`config.mk`:
```
export PLATFORM = sky130hd
export DESIGN_NAME = zone_select_ctrl_flat
export DESIGN_NICKNAME = d
export VERILOG_FILES = /design/src/rtl/zone_select_ctrl_if.sv /design/src/rtl/zone_select_ctrl.sv /design/src/flat_wrapper.sv
export SDC_FILE = /design/constraint.sdc
export NUM_CORES = 1
export LEC_CHECK = 0
export CORE_MARGIN = 2
export CORE_UTILIZATION = 49
export CTS_CLUSTER_DIAMETER = 120
export DETAILED_ROUTE_END_ITERATION = 8
export GPL_TIMING_DRIVEN = 0
export PLACE_DENSITY = 0.74
export REMOVE_ABC_BUFFERS = 1
export SLEW_MARGIN = 10
export SYNTH_ARGS = -nofsm -noshare
export SYNTH_HDL_FRONTEND = slang
export SYNTH_SLANG_ARGS = --single-unit
```
`constraint.sdc`:
```
create_clock -name clk -period 1.54 [get_ports clk]
set_input_delay 0.308 -clock clk [delete_from_list [all_inputs] [get_ports clk]]
set_output_delay 0.308 -clock clk [all_outputs]
set_load 0.01 [all_outputs]
```
`src/rtl/zone_select_ctrl_if.sv`:
```
// zone_select_ctrl_if
// Groups the button, frame-timing and pixel-zone inputs of the zone selector
// together with its cursor/state/highlight outputs.
//   master : drives buttons, frame_start, pixel_zone; observes outputs
//   slave  : the zone_select_ctrl side
interface zone_select_ctrl_if;
    logic       btn_next;
    logic       btn_prev;
    logic       btn_select;
    logic       btn_cancel;
    logic       frame_start;
    logic [1:0] pixel_zone;
    logic [1:0] cursor;
    logic [1:0] state_o;
    logic       zone_valid;
    logic       locked;
    logic       highlight;

    modport master (
        output btn_next, btn_prev, btn_select, btn_cancel, frame_start, pixel_zone,
        input  cursor, state_o, zone_valid, locked, highlight
    );

    modport slave (
        input  btn_next, btn_prev, btn_select, btn_cancel, frame_start, pixel_zone,
        output cursor, state_o, zone_valid, locked, highlight
    );
endinterface

```
`src/rtl/zone_select_ctrl.sv`:
```
// zone_select_ctrl
// Four-quadrant selector for the VGA screen: moves a cursor over zones 0..3 on
// next/prev button edges, confirms a choice after a frame-timed hold and locks
// it, and produces the registered per-pixel highlight for the pixel mixer.
// Ports:
//   clk   : pixel clock
//   reset : synchronous, active-high
//   bus   : zone_select_ctrl_if.slave (buttons, frame_start, pixel_zone in;
//           cursor, state_o, zone_valid, locked, highlight out)
//
// state   | meaning
// --------+-----------------------------------------------------------
// BROWSE  | cursor moves freely, highlight blinks every BLINK_FRAMES
// CONFIRM | choice held, waiting CONFIRM_FRAMES frames (cancel aborts)
// LOCK    | choice locked, zone_valid pulsed on entry (cancel unlocks)
module zone_select_ctrl #(
    parameter int unsigned BLINK_FRAMES   = 30,
    parameter int unsigned CONFIRM_FRAMES = 60
) (
    input logic               clk,
    input logic               reset,
    zone_select_ctrl_if.slave bus
);

    typedef enum logic [1:0] {
        BROWSE  = 2'b00,
        CONFIRM = 2'b01,
        LOCK    = 2'b10
    } state_t;

    localparam logic [7:0] BLINK_LAST   = 8'(BLINK_FRAMES - 1);
    localparam logic [7:0] CONFIRM_LAST = 8'(CONFIRM_FRAMES - 1);

    // bit order: {cancel, select, prev, next}
    logic [3:0] btn_raw;
    logic [3:0] s1_q, s2_q, prev_q;
    logic [3:0] btn_edge;

    state_t     state_q, state_d;
    logic [1:0] cursor_q, cursor_d;
    logic [7:0] cnt_q, cnt_d;
    logic       blink_q, blink_d;
    logic       zone_valid_q, zone_valid_d;
    logic       locked_q, locked_d;
    logic       highlight_q, highlight_d;

    logic nxt_e, prv_e, sel_e, can_e;

    assign btn_raw  = {bus.btn_cancel, bus.btn_select, bus.btn_prev, bus.btn_next};
    assign btn_edge = s2_q & ~prev_q;
    assign nxt_e    = btn_edge[0];
    assign prv_e    = btn_edge[1];
    assign sel_e    = btn_edge[2];
    assign can_e    = btn_edge[3];

    always_comb begin
        state_d      = state_q;
        cursor_d     = cursor_q;
        cnt_d        = cnt_q;
        blink_d      = blink_q;
        zone_valid_d = 1'b0;

        case (state_q)
            BROWSE: begin
                if (sel_e) begin
                    state_d = CONFIRM;
                    cnt_d   = 8'd0;
                end else if (nxt_e != prv_e) begin
                    // a move restarts the blink with the highlight visible
                    cursor_d = nxt_e ? cursor_q + 2'd1 : cursor_q - 2'd1;
                    blink_d  = 1'b1;
                    cnt_d    = 8'd0;
                end else if (bus.frame_start) begin
                    if (cnt_q == BLINK_LAST) begin
                        blink_d = ~blink_q;
                        cnt_d   = 8'd0;
                    end else begin
                        cnt_d = cnt_q + 8'd1;
                    end
                end
            end
            CONFIRM: begin
                if (can_e) begin
                    state_d = BROWSE;
                    cnt_d   = 8'd0;
                    blink_d = 1'b1;
                end else if (bus.frame_start) begin
                    if (cnt_q == CONFIRM_LAST) begin
                        state_d      = LOCK;
                        cnt_d        = 8'd0;
                        zone_valid_d = 1'b1;
                    end else begin
                        cnt_d = cnt_q + 8'd1;
                    end
                end
            end
            LOCK: begin
                if (can_e) begin
                    state_d = BROWSE;
                    cnt_d   = 8'd0;
                    blink_d = 1'b1;
                end
            end
            default: begin
                state_d = BROWSE;
                cnt_d   = 8'd0;
                blink_d = 1'b1;
            end
        endcase

        locked_d    = (state_d == LOCK);
        highlight_d = (bus.pixel_zone == cursor_q) && ((state_q != BROWSE) || blink_q);
    end

    always_ff @(posedge clk) begin
        if (reset) begin
            // flops preset high so a button held through reset never fires
            s1_q         <= 4'hF;
            s2_q         <= 4'hF;
            prev_q       <= 4'hF;
            state_q      <= BROWSE;
            cursor_q     <= 2'd0;
            cnt_q        <= 8'd0;
            blink_q      <= 1'b1;
            zone_valid_q <= 1'b0;
            locked_q     <= 1'b0;
            highlight_q  <= 1'b0;
        end else begin
            s1_q         <= btn_raw;
            s2_q         <= s1_q;
            prev_q       <= s2_q;
            state_q      <= state_d;
            cursor_q     <= cursor_d;
            cnt_q        <= cnt_d;
            blink_q      <= blink_d;
            zone_valid_q <= zone_valid_d;
            locked_q     <= locked_d;
            highlight_q  <= highlight_d;
        end
    end

    assign bus.cursor     = cursor_q;
    assign bus.state_o    = state_q;
    assign bus.zone_valid = zone_valid_q;
    assign bus.locked     = locked_q;
    assign bus.highlight  = highlight_q;

endmodule

```
`src/flat_wrapper.sv`:
```
// flat-port wrapper written by rule: the top's interface ports become plain ports
module zone_select_ctrl_flat 
#(
    parameter int unsigned BLINK_FRAMES   = 30,
    parameter int unsigned CONFIRM_FRAMES = 60
)
  (clk, reset, bus_btn_next, bus_btn_prev, bus_btn_select, bus_btn_cancel, bus_frame_start, bus_pixel_zone, bus_cursor, bus_state_o, bus_zone_valid, bus_locked, bus_highlight);
  zone_select_ctrl_if bus_i ();
  input logic clk;
  input logic reset;
  input wire logic [$bits(bus_i.btn_next)-1:0] bus_btn_next;
  input wire logic [$bits(bus_i.btn_prev)-1:0] bus_btn_prev;
  input wire logic [$bits(bus_i.btn_select)-1:0] bus_btn_select;
  input wire logic [$bits(bus_i.btn_cancel)-1:0] bus_btn_cancel;
  input wire logic [$bits(bus_i.frame_start)-1:0] bus_frame_start;
  input wire logic [$bits(bus_i.pixel_zone)-1:0] bus_pixel_zone;
  output wire logic [$bits(bus_i.cursor)-1:0] bus_cursor;
  output wire logic [$bits(bus_i.state_o)-1:0] bus_state_o;
  output wire logic [$bits(bus_i.zone_valid)-1:0] bus_zone_valid;
  output wire logic [$bits(bus_i.locked)-1:0] bus_locked;
  output wire logic [$bits(bus_i.highlight)-1:0] bus_highlight;
  assign bus_i.btn_next = bus_btn_next;
  assign bus_i.btn_prev = bus_btn_prev;
  assign bus_i.btn_select = bus_btn_select;
  assign bus_i.btn_cancel = bus_btn_cancel;
  assign bus_i.frame_start = bus_frame_start;
  assign bus_i.pixel_zone = bus_pixel_zone;
  assign bus_cursor = bus_i.cursor;
  assign bus_state_o = bus_i.state_o;
  assign bus_zone_valid = bus_i.zone_valid;
  assign bus_locked = bus_i.locked;
  assign bus_highlight = bus_i.highlight;
  zone_select_ctrl #(.BLINK_FRAMES(BLINK_FRAMES), .CONFIRM_FRAMES(CONFIRM_FRAMES)) u_core (.clk(clk), .reset(reset), .bus(bus_i));
endmodule
```
==> results.yml <==
finish:
  final_cell_mix: "18 x dfxtp_1, 16 x buf_4, 12 x or2_2"
  final_common_cell: "dfxtp_1"
  final_nets: 194
  num_antenna_cells: 0
  multi_input_area_um2: 912
  fillCellCount: 172
  drive_above_1_share: 0.449
  syn_to_final_growth_pct: 43.2
  seq_area_um2: 591
  fin_cells: 208
clock_tree:
  cts-hold-fix-buffers: 0
  cts_tree: "done"
  cts_root_buf: "clkbuf_4"
  clock_path_buffers: 2
  htree_levels: 1
  cts_buffers: 3
  clk_pin_slew_ps: 150
  clkLatencyLatePin_ps: 320
  cts_sinks: 28
detailed_routing:
  met1_length_um: 1340
  totalWireLength_um: 3030
  drt_iter0_drc: 57
  wl_per_cell_um: 14.6
  dr_wl_met3_um: 55
  drt_first_pass_iters: 4
  met2RoutedLength_um: 1590
  vias_per_cell: 5.50
  final_antenna_net_count: 0
  drcViolationCount: 0
  routed.top_layer: "met4"
  vias: 1145
worst_setup_path:
  critPathMaxFanout: 6
  worstPathRequired_ps: 1780
  crit_arrival_ps: 1830
  reg2reg_from: "u_core.cnt_q[2]$_SDFFE_PP0P_"
  critPathKind: "primary input to flip-flop"
  cp-end-kind: "flip-flop"
  startpoint_type: "primary input"
  setup.worst_path.start: "bus_frame_start"
placed_design:
  dp_hpwl_um: 1710
  port-buffer-count: 15
  place_inst: 185
  place_congestion: 0.800
pwr:
  power_density_nw_per_um2: 766
  peakVddDrop_mv: 0.705
  power.leakage_nw: 0.789
status:
  outcome: "finished, violations left"
  violations: "negative setup slack"
sta:
  finalMaxSlewViolations: 0
  rsz0062_at_grt: "true"
  fin_ws_ps: -52.5
  max_freq_mhz: 628
  worstMarginPinSlew_ps: 959
  fin_hold_ws_ps: 427
  period_needed_ps: 1590
  clock_skew_ps: 5.22
  fin_crit_sh: 1.03
  report.final.hold_viol_count: 0
  finalSetupViolCount: 8
  slew_headroom: 0.360
grt:
  grt_util_all_layers: 0.182
  grt_pass1_wl_um: 4710
  antenna_found_initial: 0
  grt_pass1_vias: 1086
  grt_overflow: 0
  grt_max_degree: 27
synth:
  yosysWarnings: 0
  ys_ff_latch: 28
  ys_types: 42
  synthCells: 143
  synth_area_um2: 1340
  syn_avg_cell_area_um2: 9.40
  ys_seq_area_frac: 0.417
floorplanning:
  num_rows: 18
  start_util: 0.528
  die_area_um2: 3180
  pin_count: 16
  die_x_um: 56.4
  die_h_um: 56.4
  core_um2: 2540
hold_path:
  hold_path.class: "flip-flop to flip-flop"
  hold_path_startpoint: "u_core.s1_q[2]$_SDFF_PP1_"
flow_run:
  maxCapViolations: 0
-- registers in the layout, summed over array words and instances (netlist names) --
register and count:
u_core.bus.state_o 2, u_core.bus.cursor 2, u_core.s2_q 4, u_core.s1_q 4
u_core.bus.locked 1, u_core.bus.highlight 1, u_core.prev_q 4, u_core.bus.zone_valid 1
u_core.blink_q 1, u_core.cnt_q 8
-- worst max-delay path: stages --
cell,delay [ps]
clkdlybuf4s50_1,700
nor2b_4,80
o21ai_2,170
o31a_1,210
buf_6,150
nor2_4,50
o2bb2ai_2,160
-- synth_stat cells --
library cell / n / share of area
nor2_1: 11 / 0.031
a21oi_1: 9 / 0.034
or2_2: 12 / 0.056
xnor2_1: 2 / 0.013
buf_6: 1 / 0.0084
nor2_2: 1 / 0.0047
a211o_1: 1 / 0.0065
nor3_1: 3 / 0.011
and4b_4: 1 / 0.010
a31oi_1: 3 / 0.014
nand2b_1: 1 / 0.0047
nand4_1: 1 / 0.0047
clkbuf_1: 2 / 0.0056
a2111oi_0: 2 / 0.013
nor4b_1: 1 / 0.0065
o2bb2ai_1: 4 / 0.026
and2b_4: 1 / 0.0074
and2_1: 4 / 0.019
nand3b_1: 2 / 0.011
nand2b_4: 1 / 0.010
xor2_4: 1 / 0.020
nand2_1: 8 / 0.022
o31ai_1: 1 / 0.0056
xor2_1: 3 / 0.020
or3_1: 1 / 0.0047
dfxtp_1: 28 / 0.42
o21bai_1: 1 / 0.0056
a21boi_0: 1 / 0.0056
o32ai_4: 1 / 0.020
a21o_1: 1 / 0.0056
inv_1: 5 / 0.014
and3_1: 1 / 0.0047
and2b_1: 2 / 0.011
nand3_1: 8 / 0.030
a22oi_1: 1 / 0.0056
nor2b_1: 3 / 0.014
o31a_1: 1 / 0.0065
o21ai_0: 3 / 0.011
ha_1: 6 / 0.056
nand2b_2: 1 / 0.0065
nor4_1: 2 / 0.0093
and3_4: 1 / 0.0084
-- per-stage QoR --
stage                     setup TNS (ps)  worst slack (ps)   util  power (mW)  instance area (um2)
after floorplan                     -606             -91.5      -       0.874                 1330
after global routing                -722              -100  0.756        1.54                 1920
after global placement             -5410              -378  0.594       0.930                 1510
after CTS                          -14.0             -6.71  0.700        1.45                 1780
final                               -280             -52.5  0.756        1.47                 1920
after detailed placement           -6750              -448  0.594       0.938                 1510
-- path summary, 6_finish.rpt --
path / end / slack, ps / cells after the start
setup / recovery: u_core.cnt_q[2]$_SDFFE_PP0P_ / -50 / 7
setup reg to reg: u_core.cnt_q[6]$_SDFFE_PP0P_ / -40 / 6
hold reg to reg: u_core.s2_q[2]$_SDFF_PP1_ / 430 / 1
hold / removal: u_core.s2_q[2]$_SDFF_PP1_ / 430 / 1
-- repair_timing --
action                     in CTS  in global routing
pin swaps                      11                 13
buffers inserted               14                  5
gates resized for setup        41                 25
hold endpoints to repair        0                  0
setup endpoints to repair      14                 13
-- power by group --
| part | switching [mW] | leakage, nW | internal [mW] |
|---|---|---|---|
| Combinational | 0.107 | 0.525 | 0.125 |
| Sequential | 0.0175 | 0.236 | 0.743 |
| Clock | 0.218 | 0.0279 | 0.263 |
| Total | 0.343 | 0.789 | 1.13 |
-- layout make-up --
cell class | instances | share of cell area
tap | 30 | 0.0195
sequential | 28 | 0.307
multi-input combinational | 107 | 0.474
clock buffer | 3 | 0.0117
clock inverter | 1 | 0.0156
inverter | 5 | 0.0124
timing repair buffer | 34 | 0.160
-- kinds of logic (layout without fill, tap and decap cells) --
| group | count (synthesis) | count (layout) | share of synthesized area |
|---|---|---|---|
| and+or+nand+nor | 66 | 66 | 0.287 |
| xor gates and xnor gates | 6 | 6 | 0.0531 |
| buffers and inverters | 8 | 43 | 0.0279 |
| AOI/OAI and AO/OA | 29 | 29 | 0.159 |
| DFF | 28 | 28 | 0.417 |
| adders and majority gates | 6 | 6 | 0.0559 |
-- routing by layer --
metal,global-route usage,vias up
li1,-,575
met1,0.227,538
met2,0.326,26
met3,0.0230,6
met4,0.0544,0
met5,0,-
(Power assumes the default switching activity.)
